==> src/rtl/enable_sequencer_pkg.sv <==
// Shared state encoding and default widths for the enable sequencer.
package enable_sequencer_pkg;

    localparam int unsigned DEF_LEN_W = 4;
    localparam int unsigned DEF_CNT_W = 8;

    typedef enum logic [1:0] {
        IDLE = 2'd0,
        RUN  = 2'd1,
        GAP  = 2'd2,
        DONE = 2'd3
    } seq_state_e;

endpackage

==> src/rtl/enable_sequencer_seq_timer.sv <==
// Loadable down-counter timing one RUN or GAP phase; zero marks the last cycle.
module seq_timer
    import enable_sequencer_pkg::*;
#(
    parameter int unsigned LEN_W = DEF_LEN_W
) (
    input  logic             clock,
    input  logic             reset,
    input  logic             load,
    input  logic             dec,
    input  logic [LEN_W-1:0] load_val,
    output logic             zero
);

    logic [LEN_W-1:0] cnt_q;
    logic [LEN_W-1:0] cnt_d;

    // Next count: load has priority over decrement; decrement saturates at zero.
    always_comb begin
        cnt_d = cnt_q;
        if (load) begin
            cnt_d = load_val;
        end else if (dec && (cnt_q != '0)) begin
            cnt_d = cnt_q - 1'b1;
        end
    end

    // Count register.
    always_ff @(posedge clock) begin
        if (reset) begin
            cnt_q <= '0;
        end else begin
            cnt_q <= cnt_d;
        end
    end

    assign zero = (cnt_q == '0);

endmodule

==> src/rtl/enable_sequencer.sv <==
// Burst/gap enable sequencer: emits burst_len enable cycles separated by
// gap_len idle cycles, num_bursts times (0 = until stop).
module enable_sequencer
    import enable_sequencer_pkg::*;
#(
    parameter int unsigned LEN_W = DEF_LEN_W,
    parameter int unsigned CNT_W = DEF_CNT_W
) (
    input  logic             clock,
    input  logic             reset,
    input  logic             start,
    input  logic             stop,
    input  logic [LEN_W-1:0] burst_len,
    input  logic [LEN_W-1:0] gap_len,
    input  logic [CNT_W-1:0] num_bursts,
    output logic             enable,
    output logic             busy,
    output logic             done,
    output logic [CNT_W-1:0] burst_count
);

    seq_state_e       state_q, state_d;
    logic [LEN_W-1:0] burst_len_q, burst_len_d;
    logic [LEN_W-1:0] gap_len_q, gap_len_d;
    logic [CNT_W-1:0] num_bursts_q, num_bursts_d;
    logic [CNT_W-1:0] burst_count_q, burst_count_d;
    logic [CNT_W-1:0] count_inc;

    logic             tmr_load;
    logic             tmr_dec;
    logic [LEN_W-1:0] tmr_val;
    logic             tmr_zero;

    seq_timer #(
        .LEN_W(LEN_W)
    ) u_timer (
        .clock   (clock),
        .reset   (reset),
        .load    (tmr_load),
        .dec     (tmr_dec),
        .load_val(tmr_val),
        .zero    (tmr_zero)
    );

    assign count_inc = burst_count_q + 1'b1;

    // Next-state, latched fields and timer control.
    // The timer is loaded with length-1 so that zero flags the final cycle of a phase.
    always_comb begin
        state_d       = state_q;
        burst_len_d   = burst_len_q;
        gap_len_d     = gap_len_q;
        num_bursts_d  = num_bursts_q;
        burst_count_d = burst_count_q;
        tmr_load      = 1'b0;
        tmr_dec       = 1'b0;
        tmr_val       = '0;
        unique case (state_q)
            IDLE: begin
                if (start) begin
                    burst_len_d   = burst_len;
                    gap_len_d     = gap_len;
                    num_bursts_d  = num_bursts;
                    burst_count_d = '0;
                    if (burst_len == '0) begin
                        state_d = DONE;
                    end else begin
                        state_d  = RUN;
                        tmr_load = 1'b1;
                        tmr_val  = burst_len - 1'b1;
                    end
                end
            end
            RUN: begin
                if (tmr_zero) begin
                    burst_count_d = count_inc;
                    if (stop || ((num_bursts_q != '0) && (count_inc == num_bursts_q))) begin
                        state_d = DONE;
                    end else if (gap_len_q == '0) begin
                        tmr_load = 1'b1;
                        tmr_val  = burst_len_q - 1'b1;
                    end else begin
                        state_d  = GAP;
                        tmr_load = 1'b1;
                        tmr_val  = gap_len_q - 1'b1;
                    end
                end else if (stop) begin
                    state_d = DONE;
                end else begin
                    tmr_dec = 1'b1;
                end
            end
            GAP: begin
                if (stop) begin
                    state_d = DONE;
                end else if (tmr_zero) begin
                    state_d  = RUN;
                    tmr_load = 1'b1;
                    tmr_val  = burst_len_q - 1'b1;
                end else begin
                    tmr_dec = 1'b1;
                end
            end
            DONE: begin
                state_d = IDLE;
            end
            default: begin
                state_d = IDLE;
            end
        endcase
    end

    // State and latched-field registers.
    always_ff @(posedge clock) begin
        if (reset) begin
            state_q       <= IDLE;
            burst_len_q   <= '0;
            gap_len_q     <= '0;
            num_bursts_q  <= '0;
            burst_count_q <= '0;
        end else begin
            state_q       <= state_d;
            burst_len_q   <= burst_len_d;
            gap_len_q     <= gap_len_d;
            num_bursts_q  <= num_bursts_d;
            burst_count_q <= burst_count_d;
        end
    end

    assign enable      = (state_q == RUN);
    assign busy        = (state_q == RUN) || (state_q == GAP);
    assign done        = (state_q == DONE);
    assign burst_count = burst_count_q;

endmodule

==> config.mk <==
export PLATFORM = sky130hd
export DESIGN_NAME = enable_sequencer
export DESIGN_NICKNAME = d
export VERILOG_FILES = /design/src/rtl/enable_sequencer_pkg.sv /design/src/rtl/enable_sequencer_seq_timer.sv /design/src/rtl/enable_sequencer.sv
export SDC_FILE = /design/constraint.sdc
export NUM_CORES = 1
export LEC_CHECK = 0
export ABC_AREA = 1
export BUFFER_PORTS_ARGS = -buffer_cell sky130_fd_sc_hd__buf_2
export CAP_MARGIN = 20
export CORE_MARGIN = 5
export CORE_UTILIZATION = 51
export CTS_CLUSTER_DIAMETER = 30
export DETAILED_ROUTE_END_ITERATION = 10
export GPL_TIMING_DRIVEN = 0
export HOLD_SLACK_MARGIN = 0.06
export PLACE_DENSITY = 0.74
export SLEW_MARGIN = 20
export SYNTH_ARGS = -nofsm -noshare
export SYNTH_HDL_FRONTEND = slang
export SYNTH_SLANG_ARGS = --single-unit
export TNS_END_PERCENT = 1
==> constraint.sdc <==
create_clock -name clock -period 1.85 [get_ports clock]
set_input_delay 0.2775 -clock clock [delete_from_list [all_inputs] [get_ports clock]]
set_output_delay 0.2775 -clock clock [all_outputs]
set_load 0.02 [all_outputs]
==> impl_metrics.json <==
{
  "status": "finished, violations left",
  "violations": "setup timing",
  "tns_ps": -50.9,
  "slew-limit-headroom_pct": 70.7,
  "max_stage_delay_ps": 370,
  "drtIter0Drc": 161,
  "setup_violations": 2,
  "yosys_register_bits": 30,
  "cts_tree": "built",
  "synth_top_family_by_area": "simple AND/OR/NAND/NOR gates",
  "grt_pass1_vias": 1837,
  "die_area_sq_um": 5210,
  "clockPowerShare_pct": 23.6,
  "fin_nets": 382,
  "syn_inst": 307,
  "path_class": "reg -> reg",
  "synth_fp_nets": 340,
  "r2r-end": "state_q[1]$_SDFFE_PP0P_",
  "seq_power_share_pct": 26.6,
  "grt_usage_pct": 20.3,
  "fmax_mhz": 533,
  "place_hpwl_um": 3630,
  "ctsHtreeMaxLevel": 2,
  "synthAdderAreaFrac_pct": 8.25,
  "grt_max_degree": 11,
  "p_switching_mw": 1.52,
  "hold_start": "num_bursts[2]",
  "routedWlPerCell_um": 12.4,
  "rr_worst_depth": 12,
  "worst_path_max_delay_cell": "dfxtp_4",
  "crit_arrival_ps": 2040,
  "die_y_um": 72.2,
  "min_period_over_period_pct": 101,
  "yosys-top-cells-area": "dfxtp_1 30%, nand2_1 12%, inv_1 8.4%",
  "yosysWarnings": 0,
  "final_cell_mix": "63 x nand2_1, 44 x inv_1, 31 x nor2_1, 30 x buf_2, 28 x a21oi_1",
  "drv_slew": 0,
  "avgSynthCellArea_sq_um": 6.42,
  "final_common_cell": "nand2_1",
  "synth.area.mux_share_pct": 0,
  "grt_pass1_wl_um": 8340,
  "synth-main-ff-cell": "dfxtp_1",
  "core_area_sq_um": 3720,
  "rows": 22,
  "cp_data_required_time_ps": 2010,
  "swShare_pct": 42.7,
  "min_to": "num_bursts_q[2]$_SDFFE_PP0P_",
  "grt_remaining_overflow": 0,
  "viasPerCell": 5.27,
  "cts_buffer_depth": 2,
  "ff2ff_setup_slack_ps": -30,
  "tightest_slew_ps": 440,
  "end_kind": "flip-flop",
  "antenna_found_initial": 0,
  "p_leak_nw": 1.15,
  "pwr-share-comb_pct": 49.9,
  "start_util_pct": 53.0,
  "portBuffers": 30,
  "route.detailed.drc": 0,
  "setup_slack_ps": -26.4,
  "cts_hold_buf": 0,
  "max-vdd-ir-drop_mv": 0.699,
  "fill_cells": 369,
  "intPower_mw": 2.04,
  "root_buffer": "clkbuf_8",
  "synth.largest_area_cell": "dfxtp_1",
  "worstPathCellList": "ha_4 -> inv_1 -> or2_4 -> nand3_2 -> nor2_1 -> nand2_1 -> nor2_2 -> nand3_2 -> nand4_1 -> buf_4 -> nand4_1 -> a21oi_1",
  "synth_xor_area_share_pct": 3.56,
  "final_util_pct": 65.9,
  "instances_no_fill": 398,
  "gp_congestion": 0.869,
  "yosysTopAreaCellShare_pct": 30.5,
  "fin_worst_skew_ps": 7.68,
  "synthDistinctLibCells": 23,
  "synth_edf_count": 0,
  "cts-buffers-inserted": 5,
  "async_flop_share_pct": 0,
  "cts.sinks": 30,
  "fin_crit_ps": 1880,
  "syn_to_final_growth_pct": 24.3,
  "rsz0062_at_grt": "true",
  "die-width_um": 72.2,
  "critical_path_peak_fanout": 4,
  "layout-drive-gt1-share_pct": 20.0,
  "first_pass_iters": 4,
  "clk_latency_ps": 290,
  "reg2reg_from": "burst_count[0]$_SDFFE_PP0P_",
  "power_density_nw_per_um2": 1450,
  "min_path_cells": 3,
  "synth_compound_area_share_pct": 16.6,
  "dp_cells": 385,
  "antenna_cells": 0,
  "hold_path_class": "in -> reg",
  "ys_seq_area_share_pct": 30.5,
  "synth_area_sq_um": 1970,
  "yosys.area_share.simple_pct": 31.8,
  "ant_nets": 0,
  "io_pins": 31,
  "final_hold_viol_count": 0,
  "dpl_worst_slack_ps": -289,
  "timing.hold.ws_ps": 240,
  "clk_pin_slew_ps": 70,
  "startpoint_type": "flip-flop",
  "vias": 2099,
  "maxCapViolations": 0,
  "routed_wirelength_um": 4960
}
## state kept, by name, indices dropped and copies added (netlist names)
| register | flops |
|---|---|
| num_bursts_q | 8 |
| burst_count | 8 |
| gap_len_q | 4 |
| u_timer.cnt_q | 4 |
| burst_len_q | 4 |
| state_q | 2 |
## critical path, delay by kind of cell (launching register included)
| kind | cells | cell delay (ps) |
|---|---|---|
| flip-flops | 1 | 370 |
| buffers and inverters | 2 | 250 |
| AND/OR/NAND/NOR | 8 | 800 |
| AO/OA/AOI/OAI | 1 | 60 |
| adder cells (fa/ha/maj) | 1 | 260 |
## synthesized netlist by cell type (5+ instances only)
master / instances
ha_1: 13
o21ai_0: 25
xor2_1: 6
nand3_1: 27
nand4_1: 6
clkbuf_1: 5
a21oi_1: 28
nand2_1: 65
nor2_1: 36
dfxtp_1: 30
inv_1: 44
## worst max path at each step
stage / from / to / slack, ps
6_report: burst_count[0]$_SDFFE_PP0P_ / state_q[1]$_SDFFE_PP0P_ / -30
5_1_grt: burst_count[1]$_SDFFE_PP0P_ / state_q[0]$_SDFFE_PP0P_ / -210
4_1_cts: state_q[1]$_SDFFE_PP0P_ / burst_count[3]$_SDFFE_PP0P_ / -20
3_5_place_dp: state_q[1]$_SDFFE_PP0P_ / burst_count[3]$_SDFFE_PP0P_ / -290
3_3_place_gp: state_q[1]$_SDFFE_PP0P_ / burst_count[3]$_SDFFE_PP0P_ / -310
2_1_floorplan: state_q[1]$_SDFFE_PP0P_ / burst_count[3]$_SDFFE_PP0P_ / -20
## power by group through the flow
stage                     Clock (mW)  Sequential, mW  Combinational (mW)
after global placement             0           0.950                1.56
after CTS                      0.846           0.941                1.72
final                          0.838           0.943                1.77
after global routing           0.878           0.971                2.02
after detailed placement           0           0.958                1.58
after floorplan                    0           0.937                1.24
## routing by layer
layer  GRT usage, %  vias up  wire, um
met2           31.1       58      2260
met3           4.71        9       290
met1           28.3      952      2320
li1               -     1080         -
met4           6.05        0        79
met5              0        -         0
## kinds of logic (layout without fill, tap and decap cells)
logic type      Yosys count  in the layout
compound gates           62             62
xor+xnor                  8              8
fa+ha+maj                13             13
buf+inv                  49             92
flops                    30             30
simple gates            145            145
## per-stage QoR
step | total power [mW] | cell area (sq um)
detailed placement | 2.54 | 2180
floorplan | 2.18 | 1970
finish | 3.55 | 2450
CTS | 3.51 | 2420
global placement | 2.51 | 2180
global route | 3.87 | 2450
## final cells by class
cell class | instances | area, sq um | area share [%]
multi-input combinational | 228 | 1260 | 51.3
sequential | 30 | 613 | 25.0
timing repair buffer | 35 | 191 | 7.81
inverter | 44 | 165 | 6.74
clock buffer | 6 | 82.6 | 3.37
clock inverter | 2 | 60.1 | 2.45
tap | 48 | 60.1 | 2.45
buffer | 5 | 20.0 | 0.817
## what timing repair did
item	4_1_cts	5_1_grt
buffers inserted	5	0
pin swaps	2	2
resized for setup	18	11
setup endpoints to repair	14	19
No activity file was read; power rests on OpenSTA's default activity.
